### config.mk
export PLATFORM = sky130hd
export DESIGN_NAME = bm_dag3_rr_sched
export DESIGN_NICKNAME = d
export VERILOG_FILES = /design/src/rtl/bm_dag3_rr_sched.sv
export SDC_FILE = /design/constraint.sdc
export NUM_CORES = 1
export LEC_CHECK = 0
export CELL_PAD_IN_SITES_DETAIL_PLACEMENT = 2
export CELL_PAD_IN_SITES_GLOBAL_PLACEMENT = 2
export CORE_MARGIN = 8
export CORE_UTILIZATION = 23
export DETAILED_ROUTE_END_ITERATION = 10
export PLACE_DENSITY = 0.85
export SLEW_MARGIN = 20
export SYNTH_ARGS = -nofsm -noshare
export SYNTH_HDL_FRONTEND = slang
export SYNTH_SLANG_ARGS = --single-unit
### constraint.sdc
create_clock -name clock -period 1.3 [get_ports clock]
set_input_delay 0.13 -clock clock [delete_from_list [all_inputs] [get_ports clock]]
set_output_delay 0.13 -clock clock [all_outputs]
set_load 0.01 [all_outputs]
### src/rtl/bm_dag3_rr_sched.sv
// bm_dag3_rr_sched: round-robin scheduler sharing one bm_dag3-class datapath among NREQ
// requesters, with a tag pipeline returning id-tagged responses and a hold/drain FSM.
// Optional feature: define BM_DAG3_SCHED_CNT_EN to build the saturating issue counter.
module bm_dag3_rr_sched #(
    parameter int unsigned BITS = 2,
    parameter int unsigned NREQ = 4,
    parameter int unsigned IDW  = 2,
    parameter int unsigned LAT  = 3
) (
    input  logic                 clock,
    input  logic                 reset_n,
    input  logic [NREQ-1:0]      req,
    input  logic [NREQ*BITS-1:0] a_bus,
    input  logic [NREQ*BITS-1:0] b_bus,
    input  logic [NREQ-1:0]      c_bus,
    input  logic [NREQ-1:0]      d_bus,
    input  logic                 hold,
    output logic [NREQ-1:0]      grant,
    output logic                 dp_vld,
    output logic [BITS-1:0]      dp_a,
    output logic [BITS-1:0]      dp_b,
    output logic                 dp_c,
    output logic                 dp_d,
    input  logic [BITS-1:0]      dp_out0,
    input  logic                 dp_out1,
    output logic                 rsp_vld,
    output logic [IDW-1:0]       rsp_id,
    output logic [BITS-1:0]      rsp_out0,
    output logic                 rsp_out1,
    output logic                 idle,
    output logic [7:0]           issue_cnt
);

    typedef enum logic [1:0] {StRun, StDrain, StHalt} state_e;

    state_e          state_q, state_d;
    logic [IDW-1:0]  ptr_q;
    logic [IDW-1:0]  winner;
    logic            found;
    logic            issue;
    logic [NREQ-1:0] grant_q;
    logic            dp_vld_q;
    logic [BITS-1:0] dp_a_q, dp_b_q;
    logic            dp_c_q, dp_d_q;
    logic [LAT:0]    tag_vld_q;
    logic [IDW-1:0]  tag_id_q [LAT+1];
    logic            tag_any;
    logic            rsp_vld_q;
    logic [IDW-1:0]  rsp_id_q;
    logic [BITS-1:0] rsp_out0_q;
    logic            rsp_out1_q;

    // Round-robin search upward from ptr; NREQ == 2**IDW so the index wraps naturally.
    always_comb begin
        logic [IDW-1:0] idx;
        found  = 1'b0;
        winner = '0;
        idx    = '0;
        for (int k = 0; k < NREQ; k++) begin
            idx = ptr_q + k[IDW-1:0];
            if (!found && req[idx]) begin
                found  = 1'b1;
                winner = idx;
            end
        end
    end

    // Only RUN issues; hold takes precedence over any pending request.
    assign issue   = (state_q == StRun) && !hold && found;
    assign tag_any = |tag_vld_q;

    // FSM state register.
    always_ff @(posedge clock or negedge reset_n) begin
        if (!reset_n) begin
            state_q <= StRun;
        end else begin
            state_q <= state_d;
        end
    end

    // FSM next state: DRAIN waits for the tag pipeline to empty before halting.
    always_comb begin
        state_d = state_q;
        unique case (state_q)
            StRun:   if (hold) state_d = StDrain;
            StDrain: begin
                if (!hold) begin
                    state_d = StRun;
                end else if (!tag_any) begin
                    state_d = StHalt;
                end
            end
            StHalt:  if (!hold) state_d = StRun;
            default: state_d = StRun;
        endcase
    end

    // Grant, pointer and operand capture; operands hold their last values when idle.
    always_ff @(posedge clock or negedge reset_n) begin
        if (!reset_n) begin
            grant_q  <= '0;
            dp_vld_q <= 1'b0;
            dp_a_q   <= '0;
            dp_b_q   <= '0;
            dp_c_q   <= 1'b0;
            dp_d_q   <= 1'b0;
            ptr_q    <= '0;
        end else begin
            grant_q  <= issue ? (NREQ'(1) << winner) : '0;
            dp_vld_q <= issue;
            if (issue) begin
                dp_a_q <= a_bus[int'(winner)*BITS +: BITS];
                dp_b_q <= b_bus[int'(winner)*BITS +: BITS];
                dp_c_q <= c_bus[winner];
                dp_d_q <= d_bus[winner];
                ptr_q  <= winner + IDW'(1);
            end
        end
    end

    // Tag pipeline: LAT+1 stages of {valid, id}, aligned so the last stage meets dp_out.
    always_ff @(posedge clock or negedge reset_n) begin
        if (!reset_n) begin
            tag_vld_q <= '0;
            for (int k = 0; k <= LAT; k++) begin
                tag_id_q[k] <= '0;
            end
        end else begin
            tag_vld_q   <= {tag_vld_q[LAT-1:0], issue};
            tag_id_q[0] <= winner;
            for (int k = 1; k <= LAT; k++) begin
                tag_id_q[k] <= tag_id_q[k-1];
            end
        end
    end

    // Response register: capture the datapath result when the final tag stage is valid.
    always_ff @(posedge clock or negedge reset_n) begin
        if (!reset_n) begin
            rsp_vld_q  <= 1'b0;
            rsp_id_q   <= '0;
            rsp_out0_q <= '0;
            rsp_out1_q <= 1'b0;
        end else begin
            rsp_vld_q <= tag_vld_q[LAT];
            if (tag_vld_q[LAT]) begin
                rsp_id_q   <= tag_id_q[LAT];
                rsp_out0_q <= dp_out0;
                rsp_out1_q <= dp_out1;
            end
        end
    end

`ifdef BM_DAG3_SCHED_CNT_EN
    logic [7:0] cnt_q;

    // Saturating count of grant edges, cleared only by reset.
    always_ff @(posedge clock or negedge reset_n) begin
        if (!reset_n) begin
            cnt_q <= '0;
        end else if (issue && (cnt_q != 8'hFF)) begin
            cnt_q <= cnt_q + 8'd1;
        end
    end

    assign issue_cnt = cnt_q;
`else
    assign issue_cnt = '0;
`endif

    assign grant    = grant_q;
    assign dp_vld   = dp_vld_q;
    assign dp_a     = dp_a_q;
    assign dp_b     = dp_b_q;
    assign dp_c     = dp_c_q;
    assign dp_d     = dp_d_q;
    assign rsp_vld  = rsp_vld_q;
    assign rsp_id   = rsp_id_q;
    assign rsp_out0 = rsp_out0_q;
    assign rsp_out1 = rsp_out1_q;
    assign idle     = (state_q == StHalt);

endmodule

======== After elaboration in Yosys (flattened, before gate mapping) ========
Index checks and enable logic that the tools add are counted.
cells by class
  order comparisons ....................... 5
  reduce and logical (&&, ||, !) cells .... 12
  shift-type cells ........................ 3
  equality and inequality tests ........... 5
  $add $sub $neg .......................... 4
  bitwise logic cells ..................... 0
  muxes and demuxes ....................... 26
  $mul .................................... 0
  div/mod/pow operators ................... 0
operators by type and width
  cell                                                                  count
  2-bit two-way mux                                                     8
  8-bit by 4-bit variable part select with 2-bit output                 2
  2-bit by 3-bit < comparator with 1-bit output, second input constant  5
  1-bit binary-select mux with 2-bit select                             6
  1-bit two-way mux                                                     10
  2-bit one-hot mux with 3 select lines                                 1
  1-bit logical AND                                                     5
  2-bit by 1-bit adder with 2-bit output, second input constant         2
  2-bit adder, second input constant                                    2
  1-bit zero test                                                       4
  4-bit two-way mux                                                     1
  2-bit != test, second input constant                                  2
  4-bit OR reduction                                                    1
  1-bit by 2-bit left shift with 4-bit output, first input constant     1
  3-bit != test, second input constant                                  1
  3-bit AND reduction                                                   1
  2-bit by 1-bit == test with 1-bit output, second input constant       1
  2-bit == test, second input constant                                  1
  2-bit zero test                                                       1
word-level totals
  bits in read-only memories .............. 0
  bits in registers ....................... 33
  memories ................................ 0
  bits in writable memories ............... 0
  output and inout bits ................... 26
  bits in latches ......................... 0

======== Logic depth before layout (Yosys ltp) ========
  depth after elaboration ................. 14
  gate-level depth with buffers ........... 7
  mapped depth without buffers ............ 5

======== Worst setup path before layout ========
Ideal clock, no wire load.
  path kind ............................... register to register
  start point ............................. register ptr_q[0]
  end point ............................... register dp_a_q[0] (netlist: dp_a[0])
  library setup time ...................... 0.139 ns
  path slack .............................. -0.150 ns
  required time ........................... 1.161 ns
  arrival ................................. 1.311 ns
  cell stages (with the launch flop) ...... 8
  buffers on the path ..................... 2
  cells stage by stage .................... dfrtp_1 and2b_1 nor3_1 o22ai_1 buf_6 buf_12 mux2i_1 o221ai_1
between the ends
  cells in the longest elaborated chain, start to end .. 13
ends and longest elaborated chain
  item                                                                                             line  RTL
  start, declared                                                                                  37    logic [IDW-1:0] ptr_q;
  start signal, assigned                                                                           116   ptr_q <= winner + IDW'(1);
  parallel branches: the longest is 13 deep, another holds 2-bit by 1-bit adder with 2-bit output  n/a
  end signal, assigned                                                                             112   dp_a_q <= a_bus[int'(winner)*BITS +: BITS];
  end, declared                                                                                    43    logic [BITS-1:0] dp_a_q, dp_b_q;
Several ways; the timed one is not identified. The select of a mux whose other input is x is not followed.
A chain may end at the register's enable or synchronous reset.

======== Final worst setup path ========
  start point ............................. register ptr_q[0]
  end point ............................... register dp_a_q[1] (netlist: dp_a[1])
Same word-level chain as after synthesis.

==> metrics.txt <==
first-pass GRT wire length 6000 µm; post-synthesis cell area 0.00135 mm²; CP Class register to register; initial core utilization 23.3%; worst reg2reg path endpoint dp_a[1]; unrepaired setup endpoints after global routing yes; gr usage total 8.93%; setup violators final 13; Critical Path Source Type register; # clock sinks 32; minimum clock period 1560 ps; Final period util 120%; CP endpoint kind register; vias per cell 4.16; Mapped Cells 107; Max Clk Rate 641 MHz; Ys Warns 0; pwr dens 1750 mW/mm²; Critical Path Slowest Stage Cell dfrtp_1; setup ws final -261 ps; status finished with violations; Clock Pin Slew Worst Setup and Hold Paths 70 ps; critical path, cell by cell and2b_2, nor3_4, o22ai_4, clkbuf_16, mux2i_1, o221ai_1; Leak 1.13 nW; wl on met1 1430 µm; routed wl met2 1950 µm; Die ar. 0.00860 mm²; CP Max Fanout 8; initial antenna violation count 0; skew final 8.78 ps; WL final 3840 µm; core area 0.00582 mm²; First-pass DRT Iterations 2; switching part of the total power 30.6%; Ant. Diodes 0; area grow syn2layout 65.9%; R2R cell count 6; HP Class primary input to async pin; row count 28; Congestion Overflow GR 0; via count 1,066; GP Congestion 0.687; nets 214; largest net degree at the start of global routing 33; initial DRC count 9; Async SR Flop Fraction 100%; Sequential Power Share 37.1%; Yosys cell types 28; DRC violations left 0; num ports 60; CP Launch Point ptr_q[0]; post-synthesis sequential area ratio 59.1%; Clock Path Buffers 2; H-Tree Depth 2; uppermost layer routed met4; routed len/inst 15.0 µm; Clk pwr share 23.8%; area post-placement 0.00204 mm²; root buffer cell clkbuf_8; R2R setup slack -260 ps; VDD IR max 635 µV; EDFF count, synth 0; #FFs+latches synth 32; Slew Limit Fails 0; layout cells sized above 1 26.0%; CP peak stage delay 410 ps; CP required 1450 ps; Final Hold Fails 0; Worst Path Arrival 1710 ps; number of port buffers 51; TritonCTS Buffers 5; Critical R2R Launch ptr_q[0]; clk_lat worst skew 280 ps; Die Ht 92.7 µm; CTS tree built; max cap viols 0; post-route cell area 0.00225 mm²; Routed Antenna Nets 0; combinational share of power 39.1%; Switch Pwr 0.00120 W; failing checks negative setup slack; post-DP HPWL 2900 µm; top_reg_cell synth dfrtp_1; vias in the first global route 1,241; Routed met3 length 403 µm; post-route setup TNS -2110 ps; Avg Synthesized Cell Area 12.7 µm²; Die Wd 92.7 µm; P_int 0.00273 W
layout by cell type, fill, tap and decap left out, drive strengths merged, types with 2 or more instances in the layout:
master,synthesis,layout
mux2i,12,12
buf,10,20
dlymetal6s2s,0,5
nor2,3,3
a21oi,2,2
dfrtp,32,32
clkbuf,2,7
inv,5,5
mux2,5,5
nor2b,2,2
dlygate4sd2,0,13
nand2,9,9
o21ai,3,3
conb,1,8
clkdlybuf4s50,0,32
nor3,4,4
o221ai,6,6
critical path: cells and delay by family (launching register included):
family	cells	cell delay, ps
flip-flops	1	410
AND/OR/NAND/NOR	2	310
AO/OA/AOI/OAI	2	310
buffers and inverters	1	210
multiplexers	1	200
sequential cells by signal (all words and copies together) (netlist names):
| name | flops |
|---|---|
| grant | 4 |
| dp_b | 2 |
| dp_c | 1 |
| rsp_out0 | 2 |
| rsp_id | 2 |
| state_q | 2 |
| tag_id_q | 8 |
| dp_d | 1 |
| rsp_out1 | 1 |
| dp_a | 2 |
| rsp_vld | 1 |
| tag_vld_q | 4 |
| ptr_q | 2 |
cells by family (layout without fill, tap and decap cells):
kind of cell	count (synthesis)	after routing	synth area share, %
other	1	8	0.277
XOR/XNOR	1	1	0.647
multiplexers	17	17	13.0
flip-flops	32	32	59.1
buffers and inverters	17	84	8.69
AND/OR/NAND/NOR	23	23	8.32
AO/OA/AOI/OAI	16	16	9.89
metrics by stage:
| stage | hold slack (ps) | setup slack, ps | cells | total power, W | util (%) |
|---|---|---|---|---|---|
| CTS | 209 | -210 | 253 | 0.00376 | 36.7 |
| floorplan | -166 | -148 | 114 | 0.00218 | - |
| global route | 215 | -326 | 256 | 0.00419 | 38.6 |
| finish | 207 | -261 | 256 | 0.00393 | 38.6 |
| global placement | 332 | -458 | 244 | 0.00283 | 35.0 |
| detailed placement | 338 | -512 | 244 | 0.00291 | 35.0 |
layout make-up:
class,instances,area [µm²]
Fill cell,649,3570
Sequential cell,32,801
Timing Repair Buffer,71,698
Multi-Input combinational cell,65,527
Tap cell,75,93.8
Clock buffer,6,72.6
Clock inverter,2,35.0
Inverter,5,18.8
Yosys cell counts (2+ instances only):
cell	number	share of area, %
nand2_1	9	2.5
nor2b_1	2	0.92
inv_1	3	0.83
nor2_1	3	0.83
a21oi_1	2	0.74
inv_2	2	0.55
dfrtp_1	32	59
o21ai_1	3	1.1
mux2i_1	12	8.9
buf_4	8	4.4
clkbuf_1	2	0.55
o221ai_1	6	3.9
mux2_2	5	4.2
nor3_1	4	1.5
per-layer routing:
layer  up-vias  global-route usage [%]
met5         -                       0
met4         0                    2.68
met3         5                    5.83
met2        43                    14.4
met1       515                    9.35
li1        503                       -
worst max-delay path by stage:
stage               endpoint  slack [ps]  depth (start not counted)
floorplan            dp_a[0]        -150                          7
global placement     dp_a[1]        -460                          7
detailed placement      dp_c        -510                          7
CTS                  dp_b[1]        -210                          6
global route         dp_a[1]        -330                          6
finish               dp_a[1]        -260                          6
power groups by stage:
| stage | registers, W | logic (W) | clock network [W] |
|---|---|---|---|
| 3_5_place_dp | 0.00149 | 0.00143 | 0 |
| 3_3_place_gp | 0.00145 | 0.00139 | 0 |
| 2_1_floorplan | 0.00152 | 0.000650 | 0 |
| 4_1_cts | 0.00146 | 0.00134 | 0.000960 |
| 6_report | 0.00146 | 0.00154 | 0.000935 |
| 5_1_grt | 0.00150 | 0.00167 | 0.00101 |
what timing repair did:
item	CTS	global route
pin swaps	0	3
buffers inserted	1	2
endpoints found under the setup margin	25	16
gates cloned	0	1
hold buffers	0	0
resized for setup	18	18
Note: power is estimated with default switching activity, not from simulation.
